===== src/rtl/sr_pkg.sv =====
// Shared definitions for the serial shift-register transfer sequencer.
//   N_DEF / W_DEF : default stage count and word width
//   state_e       : sequencer state encoding
//   cnt_width()   : transfer counter width for a given N, W
package sr_pkg;

  localparam int unsigned N_DEF = 8;
  localparam int unsigned W_DEF = 8;

  typedef enum logic [1:0] {
    ST_IDLE  = 2'd0,
    ST_SHIFT = 2'd1,
    ST_DONE  = 2'd2
  } state_e;

  // Counter must hold 0..N+W-1
  function automatic int unsigned cnt_width(input int unsigned n, input int unsigned w);
    return $clog2(n + w + 1);
  endfunction

endpackage


===== src/rtl/sr_xfer_cnt.sv =====
// Loadable transfer-cycle up-counter with terminal and capture-window flags.
//   clk, rst     : clock, async active-high reset
//   i_load       : clear count to 0 (priority over i_en)
//   i_en         : increment count
//   o_cnt_nxt_c  : count value after the coming edge (combinational)
//   o_term_c     : count == N+W-1 (combinational)
//   o_win_c      : count >= N, capture window (combinational)
module sr_xfer_cnt
  import sr_pkg::*;
#(
  parameter int unsigned N = N_DEF,
  parameter int unsigned W = W_DEF,
  localparam int unsigned CW = cnt_width(N, W)
) (
  input  logic          clk,
  input  logic          rst,
  input  logic          i_load,
  input  logic          i_en,
  output logic [CW-1:0] o_cnt_nxt_c,
  output logic          o_term_c,
  output logic          o_win_c
);

  logic [CW-1:0] r_cnt;
  logic [CW-1:0] w_cnt_nxt;

  // Next count
  always_comb begin
    w_cnt_nxt = r_cnt;
    if (i_load) begin
      w_cnt_nxt = '0;
    end else if (i_en) begin
      w_cnt_nxt = r_cnt + CW'(1);
    end
  end

  // Count register
  always_ff @(posedge clk or posedge rst) begin
    if (rst) begin
      r_cnt <= '0;
    end else begin
      r_cnt <= w_cnt_nxt;
    end
  end

  assign o_cnt_nxt_c = w_cnt_nxt;
  assign o_term_c    = (r_cnt == CW'(N + W - 1));
  assign o_win_c     = (r_cnt >= CW'(N));

endmodule


===== src/rtl/sr_xfer_ctrl.sv =====
// Sequencer for an N-stage serial shift register: accepts a W-bit word on a
// start/ready handshake, shifts it out on sr_in, captures the word returning
// on sr_out N cycles later and presents it on data_out with a done pulse.
//   clk, reset : clock, async active-high reset
//   start      : transfer request, taken when ready
//   dir        : bit order sampled with start (0 LSB first, 1 MSB first)
//   abort      : cancels a running transfer
//   data_in    : word to send, sampled with start
//   sr_out     : serial data from the shift register
//   sr_in      : serial data to the shift register
//   control    : shift-register mode (latched dir while busy)
//   ready      : idle, can accept start
//   busy       : transfer in progress
//   done       : one-cycle completion pulse
//   data_out   : last completed received word
module sr_xfer_ctrl
  import sr_pkg::*;
#(
  parameter int unsigned N = N_DEF,
  parameter int unsigned W = W_DEF
) (
  input  logic         clk,
  input  logic         reset,
  input  logic         start,
  input  logic         dir,
  input  logic         abort,
  input  logic [W-1:0] data_in,
  input  logic         sr_out,
  output logic         sr_in,
  output logic         control,
  output logic         ready,
  output logic         busy,
  output logic         done,
  output logic [W-1:0] data_out
);

  localparam int unsigned CW = cnt_width(N, W);
  localparam int unsigned IW = (W > 1) ? $clog2(W) : 1;

  state_e        r_state;
  state_e        w_state_nxt;
  logic [W-1:0]  r_tx;
  logic [W-1:0]  w_tx_nxt;
  logic          r_mode;
  logic          w_mode_nxt;
  logic [W-1:0]  r_rx;
  logic [W-1:0]  w_rx_nxt;
  logic [W-1:0]  r_data_out;
  logic          r_sr_in;
  logic          r_control;
  logic          r_ready;
  logic          r_busy;
  logic          r_done;

  logic          w_load;
  logic          w_en;
  logic          w_accept;
  logic          w_capture;
  logic          w_finish;
  logic          w_sr_in_nxt;
  logic [IW-1:0] w_idx;
  logic [CW-1:0] w_cnt_nxt;
  logic          w_term;
  logic          w_win;

  sr_xfer_cnt #(
    .N (N),
    .W (W)
  ) u_cnt (
    .clk         (clk),
    .rst         (reset),
    .i_load      (w_load),
    .i_en        (w_en),
    .o_cnt_nxt_c (w_cnt_nxt),
    .o_term_c    (w_term),
    .o_win_c     (w_win)
  );

  // Next-state and counter control; abort wins over completion
  always_comb begin
    w_state_nxt = r_state;
    w_load      = 1'b0;
    w_en        = 1'b0;
    w_accept    = 1'b0;
    w_capture   = 1'b0;
    w_finish    = 1'b0;
    unique case (r_state)
      ST_IDLE: begin
        if (start) begin
          w_accept    = 1'b1;
          w_load      = 1'b1;
          w_state_nxt = ST_SHIFT;
        end
      end
      ST_SHIFT: begin
        if (abort) begin
          w_state_nxt = ST_IDLE;
        end else begin
          w_capture = w_win;
          if (w_term) begin
            w_finish    = 1'b1;
            w_state_nxt = ST_DONE;
          end else begin
            w_en = 1'b1;
          end
        end
      end
      ST_DONE: begin
        w_state_nxt = ST_IDLE;
      end
      default: begin
        w_state_nxt = ST_IDLE;
      end
    endcase
  end

  // Transmit latch and receive shifter
  always_comb begin
    w_tx_nxt   = w_accept ? data_in : r_tx;
    w_mode_nxt = w_accept ? dir : r_mode;
    w_rx_nxt   = r_rx;
    if (w_capture) begin
      if (r_mode) begin
        w_rx_nxt = (r_rx << 1) | W'(sr_out);
      end else begin
        w_rx_nxt = (r_rx >> 1) | (W'(sr_out) << (W - 1));
      end
    end
  end

  // Serial bit for the next cycle; zero padding once the word is sent
  always_comb begin
    w_sr_in_nxt = 1'b0;
    w_idx       = '0;
    if ((w_state_nxt == ST_SHIFT) && (w_cnt_nxt < CW'(W))) begin
      w_idx       = w_mode_nxt ? (IW'(W - 1) - IW'(w_cnt_nxt)) : IW'(w_cnt_nxt);
      w_sr_in_nxt = w_tx_nxt[w_idx];
    end
  end

  // State, datapath and registered outputs
  always_ff @(posedge clk or posedge reset) begin
    if (reset) begin
      r_state    <= ST_IDLE;
      r_tx       <= '0;
      r_mode     <= 1'b0;
      r_rx       <= '0;
      r_data_out <= '0;
      r_sr_in    <= 1'b0;
      r_control  <= 1'b0;
      r_ready    <= 1'b1;
      r_busy     <= 1'b0;
      r_done     <= 1'b0;
    end else begin
      r_state   <= w_state_nxt;
      r_tx      <= w_tx_nxt;
      r_mode    <= w_mode_nxt;
      r_rx      <= w_rx_nxt;
      if (w_finish) begin
        r_data_out <= w_rx_nxt;
      end
      r_sr_in   <= w_sr_in_nxt;
      r_control <= (w_state_nxt == ST_SHIFT) ? w_mode_nxt : 1'b0;
      r_ready   <= (w_state_nxt == ST_IDLE);
      r_busy    <= (w_state_nxt == ST_SHIFT);
      r_done    <= (w_state_nxt == ST_DONE);
    end
  end

  assign sr_in    = r_sr_in;
  assign control  = r_control;
  assign ready    = r_ready;
  assign busy     = r_busy;
  assign done     = r_done;
  assign data_out = r_data_out;

endmodule


===== config.mk =====
export PLATFORM = sky130hd
export DESIGN_NAME = sr_xfer_ctrl
export DESIGN_NICKNAME = d
export VERILOG_FILES = /design/src/rtl/sr_pkg.sv /design/src/rtl/sr_xfer_cnt.sv /design/src/rtl/sr_xfer_ctrl.sv
export SDC_FILE = /design/constraint.sdc
export NUM_CORES = 1
export LEC_CHECK = 0
export BUFFER_PORTS_ARGS = -buffer_cell sky130_fd_sc_hd__buf_2
export CORE_UTILIZATION = 30
export CTS_CLUSTER_DIAMETER = 50
export DETAILED_ROUTE_END_ITERATION = 8
export SYNTH_ARGS = -nofsm -noshare
export SYNTH_HDL_FRONTEND = slang
export SYNTH_SLANG_ARGS = --single-unit

===== constraint.sdc =====
create_clock -name clk -period 2.8 [get_ports clk]
set_input_delay 0.42 -clock clk [delete_from_list [all_inputs] [get_ports clk]]
set_output_delay 0.42 -clock clk [all_outputs]
set_load 0.01 [all_outputs]

### After elaboration in Yosys (flattened, before gate mapping)

Cells that the tools add are included.

| operators by class | value |
|---|---|
| add/subtract/negate cells | 2 |
| magnitude comparators | 3 |
| equal/unequal tests | 4 |
| multiplexer cells | 25 |
| bitwise gates (word level) | 2 |
| reduce and logical (&&, ||, !) cells | 3 |

Operators by type and width:

| cell | number |
|---|---|
| 2-to-1 mux 8 bit | 3 |
| 2-to-1 mux 1 bit | 14 |
| 2-to-1 mux 5 bit | 2 |
| bitwise OR 7 x 8 -> 8 bit | 1 |
| bitwise OR 8 x 1 -> 8 bit | 1 |
| 2-to-1 mux 2 bit | 3 |
| adder 5 x 1 -> 5 bit (second input constant) | 1 |
| equality test 5 x 4 -> 1 bit (second input constant) | 1 |
| >= comparator 5 x 4 -> 1 bit (second input constant) | 1 |
| less-than comparator 5 x 4 -> 1 bit (second input constant) | 1 |
| equality test 2 x 1 -> 1 bit (second input constant) | 2 |
| zero test 2 bit | 2 |
| less-than comparator 3 x 4 -> 1 bit (second input constant) | 1 |
| one-hot mux 2 bit (2 select lines) | 1 |
| binary-select mux 1 bit (select 3 bit) | 1 |
| 2-to-1 mux 3 bit | 1 |
| subtractor 3 bit (first input constant) | 1 |
| equality test 2 bit (second input constant) | 1 |
| logical AND 1 bit | 1 |

| word-level totals | value |
|---|---|
| flip-flop bits (word level) | 37 |
| bits of input ports | 14 |
| output and inout bits | 13 |
| word-level logic and storage cells | 50 |

### Logic depth before layout (Yosys ltp)

| depth | value |
|---|---|
| word-level depth | 11 |
| gate-level depth with buffers | 9 |
| depth with buffers taken out | 9 |

### Modules after synthesis

A second synthesis with hierarchy kept.

| unflattened totals | value |
|---|---|
| cells, all modules | 150 |
| area total of the unflattened synthesis | 1814.2 um^2 |

By module, submodules not included:

| module | instances | cells an instance | area an instance (um^2) | seq. area each (um^2) |
|---|---|---|---|---|
| sr_xfer_ctrl | 1 | 122 | 1514.0 | 802.0 |
| sr_xfer_cnt | 1 | 28 | 300.3 | 125.1 |

### Least setup slack after synthesis

Ideal clock, no wire load.

| timing | value |
|---|---|
| path type | register -> register |
| start point | register u_cnt.r_cnt[0] |
| end point | register r_sr_in, in the netlist sr_in |
| library setup time | 0.132 ns |
| arrival time | 2.418 ns |
| required time | 2.668 ns |
| slack | 0.250 ns |
| stages on the path, launching flop included | 10 |
| buffers on the path | 0 |
| clock period less this slack | 2.550 ns |
| cell sequence | dfrtp_1 ha_1 and3_1 ha_1 nor4_2 o21ai_2 nand2_2 mux4_2 a211oi_1 a211oi_1 |

| between the ends | value |
|---|---|
| longest elaborated chain between the ends | 11 |
| elaborated cells between the ends (all ways) | 18 |
| those cells by class | add/sub (2); order compare (1); eq/ne (2); mux (12); reduce/logical (1) |

Ends and longest elaborated chain:

| what | RTL line | text |
|---|---|---|
| start, declared | sr_xfer_cnt.sv:24 | `logic [CW-1:0] r_cnt;` |
| start signal, assigned | sr_xfer_cnt.sv:42 | `r_cnt <= w_cnt_nxt;` |
| equality test 5 x 4 -> 1 bit | sr_xfer_cnt.sv:47 | `assign o_term_c = (r_cnt == CW'(N + W - 1));` |
| 2-to-1 mux 1 bit | sr_xfer_ctrl.sv:100 | `if (w_term) begin` |
| 2-to-1 mux 1 bit | sr_xfer_ctrl.sv:96 | `if (abort) begin` |
| 2-to-1 mux 1 bit | sr_xfer_ctrl.sv:87 | `unique case (r_state)` |
| 2-to-1 mux 5 bit * | sr_xfer_cnt.sv:32 | `end else if (i_en) begin` |
| 2-to-1 mux 5 bit * | sr_xfer_cnt.sv:30 | `if (i_load) begin` |
| named net u_cnt.o_cnt_nxt_c[0] | sr_xfer_cnt.sv:19 | `output logic [CW-1:0] o_cnt_nxt_c,` |
| subtractor 3 bit | sr_xfer_ctrl.sv:136 | `w_idx = w_mode_nxt ? (IW'(W - 1) - IW'(w_cnt_nxt)) : IW'(w_cnt_nxt);` |
| 2-to-1 mux 3 bit | sr_xfer_ctrl.sv:136 |  |
| binary-select mux 1 bit (select 3 bit) | sr_xfer_ctrl.sv:137 | `w_sr_in_nxt = w_tx_nxt[w_idx];` |
| 2-to-1 mux 1 bit (implied by the code) | sr_xfer_ctrl.sv:137 |  |
| 2-to-1 mux 1 bit * | sr_xfer_ctrl.sv:135 | `if ((w_state_nxt == ST_SHIFT) && (w_cnt_nxt < CW'(W))) begin` |
| named net w_sr_in_nxt | sr_xfer_ctrl.sv:60 | `logic w_sr_in_nxt;` |
| end signal, assigned | sr_xfer_ctrl.sv:162 | `r_sr_in <= w_sr_in_nxt;` |
| end, declared | sr_xfer_ctrl.sv:49 | `logic r_sr_in;` |

Mark *: on every way through the listed nets, which the timed path passes. The rest lies on a longest branch. The select of a mux whose other input is x is not followed.
A chain may end at the register's enable or synchronous reset.

### Worst setup path in the final report

| timing | value |
|---|---|
| start point | register u_cnt.r_cnt[1] |
| end point | register r_sr_in, in the netlist sr_in |

| between the ends | value |
|---|---|
| longest elaborated chain between the ends | 11 |
| elaborated cells between the ends (all ways) | 18 |
| those cells by class | add/sub (2); order compare (1); eq/ne (2); mux (12); reduce/logical (1) |

Ends and longest elaborated chain:

| what | RTL line |
|---|---|
| equality test 5 x 4 -> 1 bit | sr_xfer_cnt.sv:47 |
| 2-to-1 mux 1 bit | sr_xfer_ctrl.sv:100 |
| 2-to-1 mux 1 bit | sr_xfer_ctrl.sv:96 |
| 2-to-1 mux 1 bit | sr_xfer_ctrl.sv:87 |
| 2-to-1 mux 5 bit | sr_xfer_cnt.sv:32 |
| 2-to-1 mux 5 bit | sr_xfer_cnt.sv:30 |
| subtractor 3 bit | sr_xfer_ctrl.sv:136 |
| 2-to-1 mux 3 bit | sr_xfer_ctrl.sv:136 |
| binary-select mux 1 bit (select 3 bit) | sr_xfer_ctrl.sv:137 |
| 2-to-1 mux 1 bit (implied by the code) | sr_xfer_ctrl.sv:137 |
| 2-to-1 mux 1 bit * | sr_xfer_ctrl.sv:135 |
| named net w_sr_in_nxt | sr_xfer_ctrl.sv:60 |

Marks and branches as above.

==> metrics.txt <==
status=completed; Synth area leaders=dfrtp_1, mux2i_1, nand2_1, mux2_2, nor2_1; pwr/cell area=681.5 nW/um^2; CP Launch Type=flop; final clock skew=3.747 ps; Avg Cell Area, Syn=10.45 sq um; EDFF count, synth=0; drt total wl=3911 microns; CP Class=reg -> reg; Num CTS Buffers=5; Fin. Hold Viols=0; YS warnings=0; Psw=0.0005048 W; flops & latches, synth=37; Clk pin slew, worst setup/hold paths=80 ps; Placement Cell Area=2097 sq um; I/O Buffers=26; First-pass DRT Iterations=4; GRT Overall Usage=0.1319; routability cong.=0.8737; number of global-route vias before repair=1362; Sw Share=0.3356; hold buffers post-CTS=0; final slew viol count=0; Period minus WS final=2630 ps; maxcap violations=0; Synth Cell Area=1861 sq um; post-DP HPWL=2779 microns; Post-synth ARST share=1.000; Final setup viols=0; clock power share=0.244; Area growth syn-to-layout=18.63%; share of power burned in registers=0.486; root buffer cell=clkbuf_8; mean routed wirelength per cell=13.67 microns; Worst-Margin Slew=565.4 ps; Die W=80.75 microns; core area=5956 sq um; critical path fanouts, max=6; Via density=4.948; initial core utilization=0.3124; Placement Setup Slack=129.4 ps; Tcrit/Tclk final=0.9391; Internal=0.0009993 W; post-synth top area cell=dfrtp_1; worst vdd ir=0.2080 mV; # DRC=0; antenna diode count=0; post-synthesis cell count=178; Critical Path Sink Type=flop; Slew HR=0.6230; Gate power share=0.270; largest net degree at the start of global routing=38; Skew-Pair Late Insertion Delay=290 ps; Leak=1.061 nW; Mapped Nets=195; ys flop type=dfrtp_1; row cnt=28; grt total ovfl=0; Reg2Reg Depth=10; I/O pin cnt=27; H-Tree Depth=2; Die ar.=6521 sq um; Die Ht=80.75 microns; via count=1415; initial antenna violation count=0; max frequency=0.3803 GHz; CTS tree=done; Total Power=0.001504 W; register area share after synthesis=0.4983; Antenna Nets Post-Route=0; final worst slack=170.4 ps; final non-filler cell area=2207 sq um; most frequent cell after synthesis=dfrtp_1; clock tree buffer depth=2; Final Net Count=227; share of cells above drive strength 1=0.2986; Synth cell types=39; post-synth top area share=0.4842; critical path arrival=2800 ps; Hold Crit Class=in -> async; Sink Count=37; Crit path required time=2970 ps; first-pass GRT wire length=6444 microns; First DRT Iteration DRCs=62; top post-synthesis cells by count=dfrtp_1, nand2_1, nor2_1, a21oi_1, mux2i_1
==> critical path: stages (launching register included) <==
cell and delay (ps):
dfrtp_2 440, ha_1 210, and3_1 180, ha_2 220
nor4b_4 380, buf_4 210, mux2_4 320, o2111ai_1 100
o211ai_1 130, nor4_1 240, a211oi_1 80
==> repair_timing <==
action / 4_1_cts / 5_1_grt
endpoints found under the setup margin: 0 / 1
resized for setup: 0 / 4
buffers inserted: 0 / 1
==> flip-flops by register name (all words and copies together), names as in the netlist <==
signal	flops
data_out	8
r_state	2
r_mode	1
ready	1
u_cnt.r_cnt	5
sr_in	1
r_tx	8
done	1
r_rx	8
busy	1
control	1
==> path summary, 6_finish.rpt <==
kind,startpoint,to,slack (ps)
setup / recovery,u_cnt.r_cnt[1]$_DFF_PP0_,sr_in$_DFF_PP0_,170
hold / removal,reset,u_cnt.r_cnt[0]$_DFF_PP0_,230
setup reg to reg,u_cnt.r_cnt[1]$_DFF_PP0_,sr_in$_DFF_PP0_,170
hold reg to reg,data_out[4]$_DFFE_PP0P_,data_out[4]$_DFFE_PP0P_,510
max in group asynchronous,reset,ready$_DFF_PP1_,2220
min in group clk,data_in[2],r_tx[2]$_DFF_PP0_,310
==> per-stage QoR <==
step                setup TNS [ps]  instances  utilization  hold slack, ps
detailed placement               0        277       0.3521           491.8
finish                           0        286       0.3706           226.4
CTS                              0        285       0.3666           243.8
global route                -5.505        286       0.3706           265.1
floorplan                        0        178            -           455.9
global placement                 0        277       0.3521           486.4
==> cell usage in the layout (no fill, tap or decap), types with 6 or more instances in the layout <==
cell type	count
mux2i_1	9
buf_2	26
inv_1	6
dfrtp_1	35
buf_4	6
mux2_2	8
nand2_1	25
a21oi_1	10
nor2_1	17
==> layer usage <==
| metal | share of wire | up-vias | track usage |
|---|---|---|---|
| li1 | - | 691 | - |
| met1 | 0.45 | 673 | 0.1691 |
| met2 | 0.48 | 42 | 0.2076 |
| met3 | 0.047 | 9 | 0.03258 |
| met4 | 0.020 | 0 | 0.06429 |
| met5 | 0 | - | 0 |
==> power by group through the flow <==
| stage | Combinational, W | Clock [W] | Sequential, W |
|---|---|---|---|
| after floorplan | 0.000304 | 0 | 0.000713 |
| after global placement | 0.000389 | 0 | 0.000737 |
| after detailed placement | 0.000396 | 0 | 0.000738 |
| after CTS | 0.000397 | 0.000376 | 0.000728 |
| after global routing | 0.000460 | 0.000403 | 0.000744 |
| final | 0.000406 | 0.000368 | 0.000731 |
==> final cells by class <==
type | count | area, sq um
clock inverters | 3 | 17.52
fillers | 599 | 3749
well taps | 75 | 93.84
repair buffers | 32 | 175.2
inverters | 6 | 22.52
clock buffers | 5 | 68.82
multi-input cells | 128 | 900.9
flip-flops and latches | 37 | 928.4
==> logic make-up after synthesis <==
kind of cell / share of synthesized area
buffers and inverters: 0.02824
DFF: 0.4983
AOI/OAI and AO/OA: 0.1244
muxes: 0.1224
adders and majority gates: 0.02018
and+or+nand+nor: 0.1796
xor gates and xnor gates: 0.02690
No activity file was read; power rests on OpenSTA's default activity.
